`config.mk`:
```
export PLATFORM = sky130hd
export DESIGN_NAME = memory_dump_reader
export DESIGN_NICKNAME = d
export VERILOG_FILES = /design/src/rtl/memory_dump_reader_pkg.sv /design/src/rtl/memory_dump_reader.sv
export SDC_FILE = /design/constraint.sdc
export NUM_CORES = 1
export LEC_CHECK = 0
export BUFFER_PORTS_ARGS = -buffer_cell sky130_fd_sc_hd__buf_2
export CAP_MARGIN = 15
export CORE_AREA = 2 2 55 96
export CTS_CLUSTER_SIZE = 28
export DETAILED_ROUTE_END_ITERATION = 6
export DIE_AREA = 0 0 57 98
export GPL_ROUTABILITY_DRIVEN = 0
export HOLD_SLACK_MARGIN = 0.12
export PLACE_DENSITY = 0.88
export SLEW_MARGIN = 30
export SYNTH_ARGS = -nofsm -noshare
export SYNTH_HDL_FRONTEND = slang
export SYNTH_SLANG_ARGS = --single-unit
```
`constraint.sdc`:
```
create_clock -name clk -period 2.2 [get_ports clk]
set_clock_uncertainty 0.2 [all_clocks]
set_input_delay 0.44 -clock clk [delete_from_list [all_inputs] [get_ports clk]]
set_output_delay 0.44 -clock clk [all_outputs]
set_load 0.1 [all_outputs]
```
`src/rtl/memory_dump_reader_pkg.sv`:
```
// Shared constants and types for the stack-memory dump reader.
// Holds the dump-port defaults, the port direction encodings and the controller state type.
package memory_dump_reader_pkg;

  // Default dump-port geometry
  localparam int ADDRESS_BITS = 8;
  localparam int DATA_BITS    = 16;

  // Dump-port read/write mode encodings
  localparam logic RAM_READ  = 1'b0;
  localparam logic RAM_WRITE = 1'b1;

  // Sweep controller states
  typedef enum logic [2:0] {
    ST_IDLE   = 3'd0,
    ST_ISSUE  = 3'd1,
    ST_WAIT   = 3'd2,
    ST_HOLD   = 3'd3,
    ST_FINISH = 3'd4
  } dump_state_e;

endpackage : memory_dump_reader_pkg

```
`src/rtl/memory_dump_reader.sv`:
```
// Dump-port master: sweeps a contiguous address window on start and
// streams every captured word out on a valid/ready interface.
// One word takes three cycles: present address, take read data, hand off.
module memory_dump_reader
  import memory_dump_reader_pkg::*;
#(
  parameter int addrBits = ADDRESS_BITS,
  parameter int dataBits = DATA_BITS
) (
  input  logic                clk,
  input  logic                reset,
  input  logic                start,
  input  logic [addrBits-1:0] baseAddress,
  input  logic [addrBits:0]   wordCount,
  output logic                busy,
  output logic                done,
  output logic [addrBits-1:0] memAddress,
  output logic                memReadWriteMode,
  output logic [dataBits-1:0] memDataIn,
  input  logic [dataBits-1:0] memDataOut,
  output logic [dataBits-1:0] outData,
  output logic                outValid,
  output logic                outLast,
  input  logic                outReady
);

  localparam logic [addrBits:0]   REMAIN_ONE = {{addrBits{1'b0}}, 1'b1};
  localparam logic [addrBits-1:0] ADDR_STEP  = {{(addrBits-1){1'b0}}, 1'b1};

  dump_state_e         state_q, state_d;
  logic [addrBits-1:0] mem_address_q, mem_address_d;
  logic [addrBits:0]   remaining_q, remaining_d;
  logic [dataBits-1:0] out_data_q, out_data_d;
  logic                out_valid_q, out_valid_d;
  logic                out_last_q, out_last_d;
  logic                busy_q, busy_d;
  logic                done_q, done_d;

  // True when the word in flight is the final one of the window
  function automatic logic is_final_word(input logic [addrBits:0] remaining);
    return remaining == REMAIN_ONE;
  endfunction

  // Next-state and next-output computation for the sweep controller
  always_comb begin
    state_d       = state_q;
    mem_address_d = mem_address_q;
    remaining_d   = remaining_q;
    out_data_d    = out_data_q;
    out_valid_d   = out_valid_q;
    out_last_d    = out_last_q;
    busy_d        = busy_q;
    done_d        = 1'b0;

    case (state_q)
      ST_IDLE: begin
        if (start) begin
          if (wordCount != '0) begin
            remaining_d   = wordCount;
            mem_address_d = baseAddress;
            busy_d        = 1'b1;
            state_d       = ST_ISSUE;
          end else begin
            // Empty window: report completion without touching memory
            done_d  = 1'b1;
            state_d = ST_FINISH;
          end
        end
      end

      ST_ISSUE: begin
        // Memory samples memAddress at this edge; data appears next cycle
        state_d = ST_WAIT;
      end

      ST_WAIT: begin
        out_data_d  = memDataOut;
        out_valid_d = 1'b1;
        out_last_d  = is_final_word(remaining_q);
        state_d     = ST_HOLD;
      end

      ST_HOLD: begin
        if (outReady) begin
          out_valid_d = 1'b0;
          out_last_d  = 1'b0;
          if (is_final_word(remaining_q)) begin
            busy_d  = 1'b0;
            done_d  = 1'b1;
            state_d = ST_FINISH;
          end else begin
            // Address wraps naturally at 2^addrBits
            remaining_d   = remaining_q - REMAIN_ONE;
            mem_address_d = mem_address_q + ADDR_STEP;
            state_d       = ST_ISSUE;
          end
        end
      end

      ST_FINISH: begin
        state_d = ST_IDLE;
      end

      default: begin
        state_d = ST_IDLE;
      end
    endcase
  end

  // All controller state and registered outputs; reset clears everything at once
  always_ff @(posedge clk or posedge reset) begin
    if (reset) begin
      state_q       <= ST_IDLE;
      mem_address_q <= '0;
      remaining_q   <= '0;
      out_data_q    <= '0;
      out_valid_q   <= 1'b0;
      out_last_q    <= 1'b0;
      busy_q        <= 1'b0;
      done_q        <= 1'b0;
    end else begin
      state_q       <= state_d;
      mem_address_q <= mem_address_d;
      remaining_q   <= remaining_d;
      out_data_q    <= out_data_d;
      out_valid_q   <= out_valid_d;
      out_last_q    <= out_last_d;
      busy_q        <= busy_d;
      done_q        <= done_d;
    end
  end

  // This block only ever reads the dump port
  assign memReadWriteMode = RAM_READ;
  assign memDataIn        = '0;

  assign memAddress = mem_address_q;
  assign outData    = out_data_q;
  assign outValid   = out_valid_q;
  assign outLast    = out_last_q;
  assign busy       = busy_q;
  assign done       = done_q;

endmodule : memory_dump_reader
```
==> impl_metrics.env, run 1 <==
export IMPL_fin_tns_setup_ns=0
export IMPL_critPathLaunch="remaining_q[1]"
export IMPL_synth_edf_count=0
export IMPL_grt_use_total_pct=20.93
export IMPL_hp_start="memDataOut[12]"
export IMPL_reg2reg_from="remaining_q[1]"
export IMPL_r2r_cells=6
export IMPL_hold_class="input port to flip-flop"
export IMPL_drc=0
export IMPL_clockBufferDepth=2
export IMPL_status="completed"
export IMPL_synthArstFlopShare_pct=100.0
export IMPL_first_pass_iters=4
export IMPL_syn_area_per_cell_um2=10.29
export IMPL_die_w_um=57
export IMPL_layout_commonest_cell="buf_2"
export IMPL_drt_total_wl_mm=5.568
export IMPL_cts_sinks=40
export IMPL_postRouteAntennaNets=0
export IMPL_grt_max_degree=41
export IMPL_htreeDepth=2
export IMPL_grt_pass1_wl_mm=9.315
export IMPL_final_cell_mix="64 x buf_2, 38 x dfrtp_1, 17 x conb_1"
export IMPL_via_per_inst=5.866
export IMPL_cts_made_buffers=5
export IMPL_fmax_mhz=483.3
export IMPL_finalSetupViolations=0
export IMPL_syn_to_final_growth_pct=19.08
export IMPL_antenna_cells=0
export IMPL_path_class="flip-flop to flip-flop"
export IMPL_cap_violations=0
export IMPL_drv_slew=0
export IMPL_cts_tree="built"
export IMPL_synth_ff_type="dfrtp_1"
export IMPL_initial_core_util_pct=48.40
export IMPL_crit_path_end_kind="flip-flop"
export IMPL_relSlewSlack_pct=65.87
export IMPL_crit_required_ns=2.19
export IMPL_grt_pass1_vias=2075
export IMPL_reg2reg_slack_ns=0.13
export IMPL_root_buffer="clkbuf_8"
export IMPL_clk_latency_ns=0.29
export IMPL_post_place_cells=343
export IMPL_nets=337
export IMPL_ys_types=52
export IMPL_rsz0062_at_grt="no"
export IMPL_timing_final_hold_violations=0
export IMPL_std_cell_rows=34
export IMPL_antenna_found_initial=0
export IMPL_finalCritPeriodShare_pct=94.06
export IMPL_drive_gt1_share_pct=39.93
export IMPL_cp_max_fo=8
export IMPL_vias=2065
export IMPL_die_h_um=98
export IMPL_ys_seq_elements=40
export IMPL_syn_instance_count=228
export IMPL_hold_path_depth=2
export IMPL_worst_ep_arrival_time_ns=2.06
export IMPL_core_area_um2=4850
export IMPL_layout_min_cycle_time_ns=2.069
export IMPL_yosysSeqAreaShare_pct=42.64
export IMPL_fin_cells=352
export IMPL_io_pins=82
export IMPL_mappedNetlistArea_um2=2347
export IMPL_wl_per_cell_um=15.82
export IMPL_dp_hpwl_mm=4.179
export IMPL_fp_dieArea_um2=5586
export IMPL_start_kind="flip-flop"
export IMPL_path_clk_slew_ns=0.08
export IMPL_tightestPinTransition_ns=0.5120
export IMPL_placement_io_buffers=64
export IMPL_overflow=0
export IMPL_initialDrtViolationCount=77
export IMPL_yosys_warnings=0
==> worst paths after layout <==
kind,endpoint
worst max-delay path,remaining_q[1]
worst min-delay path,outData[12]
worst max register to register,remaining_q[1]
worst min register to register,outValid
max in group asynchronous,memAddress[1]
min in group asynchronous,outData[0]
==> worst max-delay path, cell delays in order, from the launching register on <==
cell     delay, ns
dfrtp_1       0.41
inv_1         0.09
ha_1          0.14
nor2b_1       0.33
nand4_4       0.22
and3_1        0.27
mux2_4        0.30
==> per-layer routing <==
layer | wire [um] | GRT usage (%)
met5 | 0 | 0
met4 | 228 | 11.45
met3 | 300 | 3.444
met2 | 3066 | 37.22
met1 | 1972 | 22.88
==> area by class of cell <==
| type | count | area (um^2) |
|---|---|---|
| fill | 460 | 2054 |
| multi-input combinational | 160 | 1132 |
| sequential | 40 | 1003 |
| timing repair buffer | 79 | 435.4 |
| clock buffer | 5 | 68.82 |
| tap | 54 | 67.56 |
| clock inverter | 3 | 46.29 |
| inverter | 11 | 41.29 |
==> through the flow <==
stage	hold WS, ns	setup WS [ns]	instance area [um^2]	utilization (%)
finish	0.1723	0.1307	2795	57.64
global placement	0.2575	0.1446	2666	54.98
CTS	0.1655	0.05180	2791	57.56
floorplan	0.2855	0.01089	2410	-
detailed placement	0.2898	0.06657	2666	54.98
global route	0.1643	0.06058	2795	57.64
==> cells by family after synthesis <==
group	share of synthesized area [%]
simple gates	16.37
fa+ha+maj	1.599
buf+inv	11.83
flops	42.64
mux	8.315
compound gates	19.08
other cells	0.1598
==> repair_timing <==
action | 4_1_cts | 5_1_grt
setup endpoints to repair | 0 | 2
hold buffers | 1 | 0
gates resized for setup | 0 | 2
buffers inserted | 0 | 0
hold endpoints to repair | 40 | 0
==> Yosys cell counts (6+ instances only) <==
cell     count  share of area [%]
buf_2        6                1.3
inv_1       11                1.8
nand2_1     12                1.9
a21oi_1     13                2.8
mux2_2      16                7.7
nor2_1       8                1.3
buf_4       18                5.8
dfrtp_1     40                 43
nand3_1      8                1.7
a41oi_1      7                2.6
o21ai_0     16                3.4
==> flip-flops by register name, indices dropped and copies added (netlist names) <==
signal / cells
busy: 1
state_q: 3
outValid: 1
memAddress: 8
outLast: 1
done: 1
remaining_q: 9
outData: 16
Power of run 1 is not shown: default switching activity piles up to over one toggle a cycle in this logic, so the estimate is an artifact.
==> run 2, diff against run 1 <==
--- a/config.mk
+++ b/config.mk
@@ -7,10 +7,10 @@
 export LEC_CHECK = 0
 export BUFFER_PORTS_ARGS = -buffer_cell sky130_fd_sc_hd__buf_2
 export CAP_MARGIN = 15
-export CORE_AREA = 2 2 55 96
+export CORE_AREA = 2 2 80 67
 export CTS_CLUSTER_SIZE = 28
 export DETAILED_ROUTE_END_ITERATION = 6
-export DIE_AREA = 0 0 57 98
+export DIE_AREA = 0 0 82 69
 export GPL_ROUTABILITY_DRIVEN = 0
 export HOLD_SLACK_MARGIN = 0.12
 export PLACE_DENSITY = 0.88
==> run 2 against run 1 <==
Effect of this change: design area grew 0.94%; count of clock-buffer cells in the layout increased by 2; worst hold slack better by 0.0054 ns; critical path type unchanged.
==> impl_metrics.env, run 2 (same netlist as run 1, synthesis figures left out) <==
export IMPL_drc=0
export IMPL_placement_io_buffers=64
export IMPL_start_kind="flip-flop"
export IMPL_postRouteAntennaNets=0
export IMPL_drive_gt1_share_pct=39.73
export IMPL_finalCritPeriodShare_pct=90.22
export IMPL_status="completed"
export IMPL_drt_total_wl_mm=5.230
export IMPL_fin_tns_setup_ns=0
export IMPL_cap_violations=0
export IMPL_largest_reg_flops=16
export IMPL_cts_made_buffers=5
export IMPL_grt_pass1_wl_mm=8.797
export IMPL_hold_class="input port to flip-flop"
export IMPL_die_h_um=69
export IMPL_io_pins=82
export IMPL_via_per_inst=5.485
export IMPL_first_pass_iters=4
export IMPL_final_cell_mix="64 x buf_2, 38 x dfrtp_1, 17 x conb_1"
export IMPL_crit_path_end_kind="flip-flop"
export IMPL_path_class="flip-flop to flip-flop"
export IMPL_root_buffer="clkbuf_8"
export IMPL_cts_sinks=40
export IMPL_post_place_ws_ns=0.07242
export IMPL_layout_min_cycle_time_ns=1.985
export IMPL_post_cts_repair_setup_buffers=0
export IMPL_clk_latency_ns=0.29
export IMPL_worst_ep_arrival_time_ns=1.98
export IMPL_wl_per_cell_um=14.57
export IMPL_overflow=0
export IMPL_layout_setup_ws_ns=0.2152
export IMPL_crit_chain="or3b_1, a21oi_1, buf_12, nand3_4, o31ai_2"
export IMPL_core_area_um2=4835
export IMPL_crit_slowest_cell="dfrtp_1"
export IMPL_antenna_cells=0
export IMPL_antenna_found_initial=0
export IMPL_dpl_cell_area_um2=2681
export IMPL_nets=336
export IMPL_crit_required_ns=2.20
export IMPL_std_cell_rows=23
export IMPL_fmax_mhz=503.8
export IMPL_htreeDepth=2
export IMPL_dp_hpwl_mm=3.858
export IMPL_grt_use_total_pct=19.77
export IMPL_initial_core_util_pct=48.55
export IMPL_initialDrtViolationCount=123
export IMPL_grt_pass1_vias=1846
export IMPL_path_clk_slew_ns=0.08
export IMPL_cts_tree="built"
export IMPL_vias=1969
export IMPL_clockBufferDepth=2
export IMPL_rsz0062_at_grt="no"
export IMPL_syn_to_final_growth_pct=20.20
export IMPL_grt_max_degree=27
export IMPL_drv_slew=0
export IMPL_layout_commonest_cell="buf_2"
export IMPL_cpPeakStageDelay_ns=0.44
export IMPL_finalSetupViolations=0
export IMPL_die_w_um=82
export IMPL_fin_area_um2=2821
export IMPL_cp_max_fo=19
export IMPL_fp_dieArea_um2=5658
export IMPL_timing_final_hold_violations=0
==> run 2: final cells by class <==
cell class	instances	area, um^2
inverters	11	41.29
clock buffers	7	96.34
well taps	62	77.57
repair buffers	78	440.4
clock inverters	1	30.03
flip-flops and latches	40	1003
multi-input cells	160	1132
fillers	446	2013
==> run 2: final timing paths <==
kind,start,endpoint,slack (ns),cells after the start
setup / recovery,state_q[1],remaining_q[0],0.22,5
setup reg to reg,state_q[1],remaining_q[0],0.22,5
max in group asynchronous,reset,memAddress[1],0.96,4
min in group asynchronous,reset,outData[6],0.52,4
hold / removal,memDataOut[10],outData[10],0.18,2
hold reg to reg,outValid,outValid,0.30,1
==> run 2: timing repair <==
item / in CTS / in global routing
gates resized for setup: 0 / 2
endpoints found under the setup margin: 0 / 2
endpoints found under the hold margin: 40 / 0
hold buffers: 1 / 0
==> run 2: layer usage <==
metal	up-vias	part of all wire, %	track usage, %
met5	-	0	0
met4	0	0.44	5.370
met3	2	7.8	4.712
met2	74	47	30.44
met1	945	44	27.72
li1	948	-	-
==> run 2: metrics by stage <==
step / std cells / util [%] / hold slack (ns)
floorplan: 244 / - / 0.2855
global placement: 350 / 55.46 / 0.2598
detailed placement: 350 / 55.46 / 0.2641
CTS: 359 / 58.28 / 0.1683
global route: 359 / 58.36 / 0.1681
finish: 359 / 58.36 / 0.1777
==> run 2: critical path, delay by kind of cell (launching register included) <==
| kind | cells | cell delay [ns] |
|---|---|---|
| AO/OA/AOI/OAI | 2 | 0.54 |
| AND/OR/NAND/NOR | 2 | 0.51 |
| flip-flops | 1 | 0.44 |
| buffers and inverters | 1 | 0.20 |
Power of run 2 is left out for the same reason.
